File: config.mk
export PLATFORM = sky130hd
export DESIGN_NAME = wu_mem_arb
export DESIGN_NICKNAME = d
export VERILOG_FILES = /design/src/rtl/wu_mem_arb.sv
export SDC_FILE = /design/constraint.sdc
export NUM_CORES = 1
export LEC_CHECK = 0
export CAP_MARGIN = 0
export CORE_AREA = 2 2 140 142
export CTS_BUF_LIST = sky130_fd_sc_hd__clkbuf_16
export CTS_CLUSTER_SIZE = 40
export DETAILED_ROUTE_END_ITERATION = 6
export DIE_AREA = 0 0 142 144
export DONT_BUFFER_PORTS = 1
export PLACE_DENSITY = 0.6
export REMOVE_ABC_BUFFERS = 1
export SETUP_SLACK_MARGIN = 0.1
export SYNTH_ARGS = -nofsm -noshare
export SYNTH_HDL_FRONTEND = slang
export SYNTH_SLANG_ARGS = --single-unit
export TNS_END_PERCENT = 30
File: constraint.sdc
create_clock -name clk -period 3.17 [get_ports clk]
set_input_delay 0.634 -clock clk [delete_from_list [all_inputs] [get_ports clk]]
set_output_delay 0.634 -clock clk [all_outputs]
set_load 0.05 [all_outputs]
File: src/rtl/wu_mem_arb.sv
// wu_mem_arb: arbitrates the WU instruction memory between fetch reads
// (buffered in an in-order skid FIFO) and system load writes. Writes win
// for up to WR_BURST consecutive grants while a read waits, then one read
// is forced through. Memory strobes are registered one cycle after grant;
// read data returns RD_LAT cycles after the read strobe, in issue order.
module wu_mem_arb #(
    parameter int unsigned ADDR_W     = 16,
    parameter int unsigned DATA_W     = 32,
    parameter int unsigned SKID_DEPTH = 8,
    parameter int unsigned WR_BURST   = 4,
    parameter int unsigned RD_LAT     = 2
) (
    input  logic              clk,
    input  logic              reset_poweron_n,
    input  logic              wuf__wuma__read,
    input  logic [ADDR_W-1:0] wuf__wuma__addr,
    output logic              wuma__wuf__stall,
    input  logic              sys__wuma__wr_valid,
    input  logic [ADDR_W-1:0] sys__wuma__wr_addr,
    input  logic [DATA_W-1:0] sys__wuma__wr_data,
    output logic              wuma__sys__wr_ready,
    input  logic              wud__wuma__stall,
    output logic              wuma__wum__read,
    output logic              wuma__wum__write,
    output logic [ADDR_W-1:0] wuma__wum__addr,
    output logic [DATA_W-1:0] wuma__wum__wdata,
    input  logic [DATA_W-1:0] wum__wuma__rdata,
    output logic              wuma__wud__rdata_valid,
    output logic [DATA_W-1:0] wuma__wud__rdata,
    output logic              wuma__err
);

    localparam int unsigned PTR_W    = (SKID_DEPTH > 1) ? $clog2(SKID_DEPTH) : 1;
    localparam int unsigned CNT_W    = $clog2(SKID_DEPTH + 1);
    localparam int unsigned WRC_W    = $clog2(WR_BURST + 1);
    // Two reads may still arrive after stall is seen, plus one in the
    // stall register itself, hence the three-entry margin.
    localparam int unsigned STALL_TH = (SKID_DEPTH > 3) ? (SKID_DEPTH - 3) : 0;

    // Skid FIFO storage and bookkeeping
    logic [ADDR_W-1:0] fifo_mem_q [SKID_DEPTH];
    logic [PTR_W-1:0]  wr_ptr_q, wr_ptr_d;
    logic [PTR_W-1:0]  rd_ptr_q, rd_ptr_d;
    logic [CNT_W-1:0]  count_q, count_d;

    // Arbitration state and flags
    logic [WRC_W-1:0]  wr_cnt_q, wr_cnt_d;
    logic              err_q, err_d;
    logic              stall_q, stall_d;

    // Registered memory interface
    logic              mem_rd_q, mem_rd_d;
    logic              mem_wr_q, mem_wr_d;
    logic [ADDR_W-1:0] mem_addr_q, mem_addr_d;
    logic [DATA_W-1:0] mem_wdata_q, mem_wdata_d;

    // Read-return valid pipeline
    logic [RD_LAT-1:0] vpipe_q, vpipe_d;

    // Combinational decision signals
    logic              fifo_full;
    logic              fifo_empty;
    logic              push_ok;
    logic              push_drop;
    logic              rd_elig;
    logic              wr_elig;
    logic              grant_wr;
    logic              grant_rd;
    logic [ADDR_W-1:0] fifo_head;

    function automatic logic [PTR_W-1:0] ptr_inc(input logic [PTR_W-1:0] p);
        return (p == PTR_W'(SKID_DEPTH - 1)) ? '0 : p + 1'b1;
    endfunction

    // Eligibility and single-grant arbitration for this cycle
    always_comb begin
        fifo_full  = (count_q == CNT_W'(SKID_DEPTH));
        fifo_empty = (count_q == '0);
        fifo_head  = fifo_mem_q[rd_ptr_q];
        push_ok    = wuf__wuma__read && !fifo_full;
        push_drop  = wuf__wuma__read && fifo_full;
        rd_elig    = !fifo_empty && !wud__wuma__stall;
        wr_elig    = sys__wuma__wr_valid;
        grant_wr   = wr_elig && (!rd_elig || (wr_cnt_q < WRC_W'(WR_BURST)));
        grant_rd   = rd_elig && !grant_wr;
    end

    // FIFO pointers, occupancy, sticky overflow and registered stall
    always_comb begin
        wr_ptr_d = push_ok  ? ptr_inc(wr_ptr_q) : wr_ptr_q;
        rd_ptr_d = grant_rd ? ptr_inc(rd_ptr_q) : rd_ptr_q;
        count_d  = count_q;
        if (push_ok && !grant_rd) begin
            count_d = count_q + 1'b1;
        end else if (!push_ok && grant_rd) begin
            count_d = count_q - 1'b1;
        end
        err_d   = err_q || push_drop;
        stall_d = (count_d >= CNT_W'(STALL_TH)) || wud__wuma__stall || grant_wr;
    end

    // Write-burst counter: only counts writes that actually starve a read
    always_comb begin
        wr_cnt_d = wr_cnt_q;
        if (grant_rd || !rd_elig) begin
            wr_cnt_d = '0;
        end else if (grant_wr && (wr_cnt_q != WRC_W'(WR_BURST))) begin
            wr_cnt_d = wr_cnt_q + 1'b1;
        end
    end

    // Next memory command; address and data hold when idle
    always_comb begin
        mem_rd_d    = grant_rd;
        mem_wr_d    = grant_wr;
        mem_addr_d  = mem_addr_q;
        mem_wdata_d = mem_wdata_q;
        if (grant_rd) begin
            mem_addr_d = fifo_head;
        end else if (grant_wr) begin
            mem_addr_d  = sys__wuma__wr_addr;
            mem_wdata_d = sys__wuma__wr_data;
        end
    end

    // Valid pipeline fed by the issued read strobe
    always_comb begin
        vpipe_d    = vpipe_q;
        vpipe_d[0] = mem_rd_q;
        for (int unsigned i = 1; i < RD_LAT; i++) begin
            vpipe_d[i] = vpipe_q[i-1];
        end
    end

    // FIFO storage needs no reset: entries are only read behind the pointers
    always_ff @(posedge clk) begin
        if (push_ok) begin
            fifo_mem_q[wr_ptr_q] <= wuf__wuma__addr;
        end
    end

    // State registers
    always_ff @(posedge clk or negedge reset_poweron_n) begin
        if (!reset_poweron_n) begin
            wr_ptr_q    <= '0;
            rd_ptr_q    <= '0;
            count_q     <= '0;
            wr_cnt_q    <= '0;
            err_q       <= 1'b0;
            stall_q     <= 1'b0;
            mem_rd_q    <= 1'b0;
            mem_wr_q    <= 1'b0;
            mem_addr_q  <= '0;
            mem_wdata_q <= '0;
            vpipe_q     <= '0;
        end else begin
            wr_ptr_q    <= wr_ptr_d;
            rd_ptr_q    <= rd_ptr_d;
            count_q     <= count_d;
            wr_cnt_q    <= wr_cnt_d;
            err_q       <= err_d;
            stall_q     <= stall_d;
            mem_rd_q    <= mem_rd_d;
            mem_wr_q    <= mem_wr_d;
            mem_addr_q  <= mem_addr_d;
            mem_wdata_q <= mem_wdata_d;
            vpipe_q     <= vpipe_d;
        end
    end

    // Output drive; read data is gated so it reads 0 when not valid
    always_comb begin
        wuma__sys__wr_ready    = grant_wr;
        wuma__wuf__stall       = stall_q;
        wuma__err              = err_q;
        wuma__wum__read        = mem_rd_q;
        wuma__wum__write       = mem_wr_q;
        wuma__wum__addr        = mem_addr_q;
        wuma__wum__wdata       = mem_wdata_q;
        wuma__wud__rdata_valid = vpipe_q[RD_LAT-1];
        wuma__wud__rdata       = vpipe_q[RD_LAT-1] ? wum__wuma__rdata : '0;
    end

endmodule

==> metrics <==
Crit path required time around 2500 ps; number of post-CTS setup repair buffers 0; WP depth 7; via count between 3000 and 4000; FF+latch area between 5000 and 6000 um2; #FFs+latches synth 195; Period minus WS final around 2800 ps; chip height 144 um; asr flop ratio synth 34.4%; post-layout util about 46%; Slew HR between 40% and 50%; Least-Margin Pin Slew between 800 and 900 ps; CP arrival approximately 2200 ps; vias per cell ~5.6; ys flop type edfxtp_1; area occupied by multi-input gates roughly 2200 um2; worst-case reg-to-reg path depth 8; Worst Setup End Kind primary output; Placed Area between 8000 and 9000 um2; yosys warns 0; Worst R2R Setup Slack 820 ps; TritonCTS buffer count 17; clock slew at reported path FFs roughly 70 ps; cells after synthesis between 400 and 500; Top delay family on crit path buffers and inverters; leading cell type in the layout, fill and taps excluded edfxtp_1; IO Pins approximately 190; gp weighted congestion between 0.7 and 0.8; worst skew pair latency between 400 and 500 ps; vias in the first global route ~4000; final hold violation count 0; final hold slack roughly 80 ps; fmax approximately 350 MHz; Final #Nets between 500 and 600; drt total wl approximately 18 mm; post-DR wirelength/cell roughly 25 um; initial antenna violation count 2; proportion of layout cells with a drive suffix above 1 between 20% and 30%; HP Class in -> async; Num Clock Sinks ~200; # diodes 0; endpoints failing setup 0; CTS H-Tree Depth 4; Layout Skew a little over 10 ps; peak supply drop about 0.52 mV; CTS tree done; highest-count cells in the layout ignoring fill and taps 128 x edfxtp_1, 66 x dfrtp_1, 33 x mux2_2; Post-synth EDFFs about 130; Clock Path Buffers 2; first-pass GRT wire length around 25 mm; RSZ-0062 raised after global routing false; Antenna Nets Post-Route 0; post-synthesis sequential area ratio a little over two thirds; leakage 3.16 nW; Critical Path Start Type flop; Die Width 142 um; Max Fanout on Critical Path 50; total grt overflow 0; critical path, cell by cell inv_1 -> ha_1 -> nor3b_2 -> buf_4 -> nor2_2 -> a21boi_4 -> buf_12; fillers ~1600; floorplan core area 19100 um2; # DRC 0; Cell Pwr Density approximately 880 nW/um2; starting density of the core 40.9%; slowest CP cell dfrtp_1; num rows 51; Cell Area, Synth between 7000 and 8000 um2; placed cells around 670; Setup Crit Path Kind reg -> out; post-route insts no fill 700; max incr delay on CP about 430 ps; root buffer cell clkbuf_16; dpl hpwl between 10 and 15 mm; All-Layer GR Usage roughly 18%; Port Buf Inserts 0; DIE AREA 20400 um2; fin area 8820 um2; area delta synth->final 12.9%; Netlist cell types 39; largest net degree at the start of global routing just under 70; drt initial violations around 240; status complete, no violations; drt pass-1 iters 4; max-cap viol count 0; Bufs and invs on worst path 3; setup TNS 0 ps; crit share post-route between 80 and 90%; syn_area_per_cell about 18 um2; Slew Viols, Final 0
layout make-up:
type | instances | share of cell area (%)
clock inverters | 15 | 2.31
inverters | 7 | 0.298
clock buffers | 17 | 4.82
multi-input cells | 210 | 24.7
flip-flops and latches | 195 | 62.6
repair buffers | 18 | 1.90
well taps | 238 | 3.38
power by group:
part	switching [mW]	internal, mW	leakage, nW
clock network	1.06	1.15	0.302
registers	0.725	3.14	1.96
logic	0.901	0.769	0.899
cell usage after synthesis, types with 4 or more instances:
cell | instances | area, um2
dfrtp_1 | 67 | 1680
edfxtp_1 | 128 | 3840
clkbuf_1 | 10 | 37.5
nor2_1 | 5 | 18.8
mux2_2 | 33 | 372
buf_2 | 5 | 25.0
nand2_1 | 10 | 37.5
and2_1 | 32 | 200
mux2i_1 | 17 | 170
ha_1 | 8 | 100
mux4_2 | 32 | 721
o21ai_0 | 20 | 100
inv_1 | 7 | 26.3
buf_6 | 4 | 45.0
a22oi_1 | 16 | 120
nand2b_1 | 5 | 31.3
nor3_1 | 6 | 30.0
layer usage:
metal | vias up | wire length [um] | global-route usage, %
met5 | - | 0 | 0
met4 | 0 | 324 | 5.95
met3 | 15 | 1480 | 5.53
met2 | 197 | 9170 | 31.0
met1 | 2000 | 6560 | 20.5
li1 | 1705 | - | -
path summary, 6_finish.rpt:
kind | to | startpoint
max | wuma__sys__wr_ready | count_q[0]
min | wuma__wum__wdata[22] | reset_poweron_n
max reg2reg | wuma__wuf__stall | count_q[0]
min reg2reg | vpipe_q[1] | vpipe_q[0]
max in group asynchronous | rd_ptr_q[0] | reset_poweron_n
min in group clk | wr_cnt_q[0] | wud__wuma__stall
state kept, by name, indices dropped and copies added (netlist names):
signal and cells:
wuma__wum__addr 16, rd_ptr_q 3, fifo_mem_q 128, count_q 4
wuma__wum__read 1, wuma__err 1, wuma__wum__write 1, wr_cnt_q 3
wuma__wuf__stall 1, vpipe_q 2, wuma__wum__wdata 32, wr_ptr_q 3
what timing repair did:
item                                   in CTS  in global routing
endpoints found under the hold margin      67                  0
gates resized for setup                     0                  0
hold buffers                                1                  0
metrics by stage:
stage	worst slack [ps]	total power, mW
5_1_grt	154	8.13
2_1_floorplan	-325	5.08
4_1_cts	311	7.86
3_3_place_gp	846	5.56
3_5_place_dp	794	5.62
6_report	330	7.75
worst register-to-register path, delay by kind of cell (launching register included):
kind	cells	cell delay, ps
buf+inv	2	260
fa+ha+maj	1	260
compound gates	3	940
simple gates	1	170
flops	1	430
xor+xnor	1	170
kinds of logic (layout without fill, tap and decap cells):
logic type	after synthesis	after routing	synth area share (%)
flip-flops	195	195	70.7
multiplexers	82	82	16.2
AND/OR/NAND/NOR	69	69	5.19
AO/OA/AOI/OAI	48	48	4.44
buffers and inverters	28	57	1.94
adder cells (fa/ha/maj)	8	8	1.28
XOR/XNOR	3	3	0.336
Note: power is estimated with default switching activity, not from simulation.
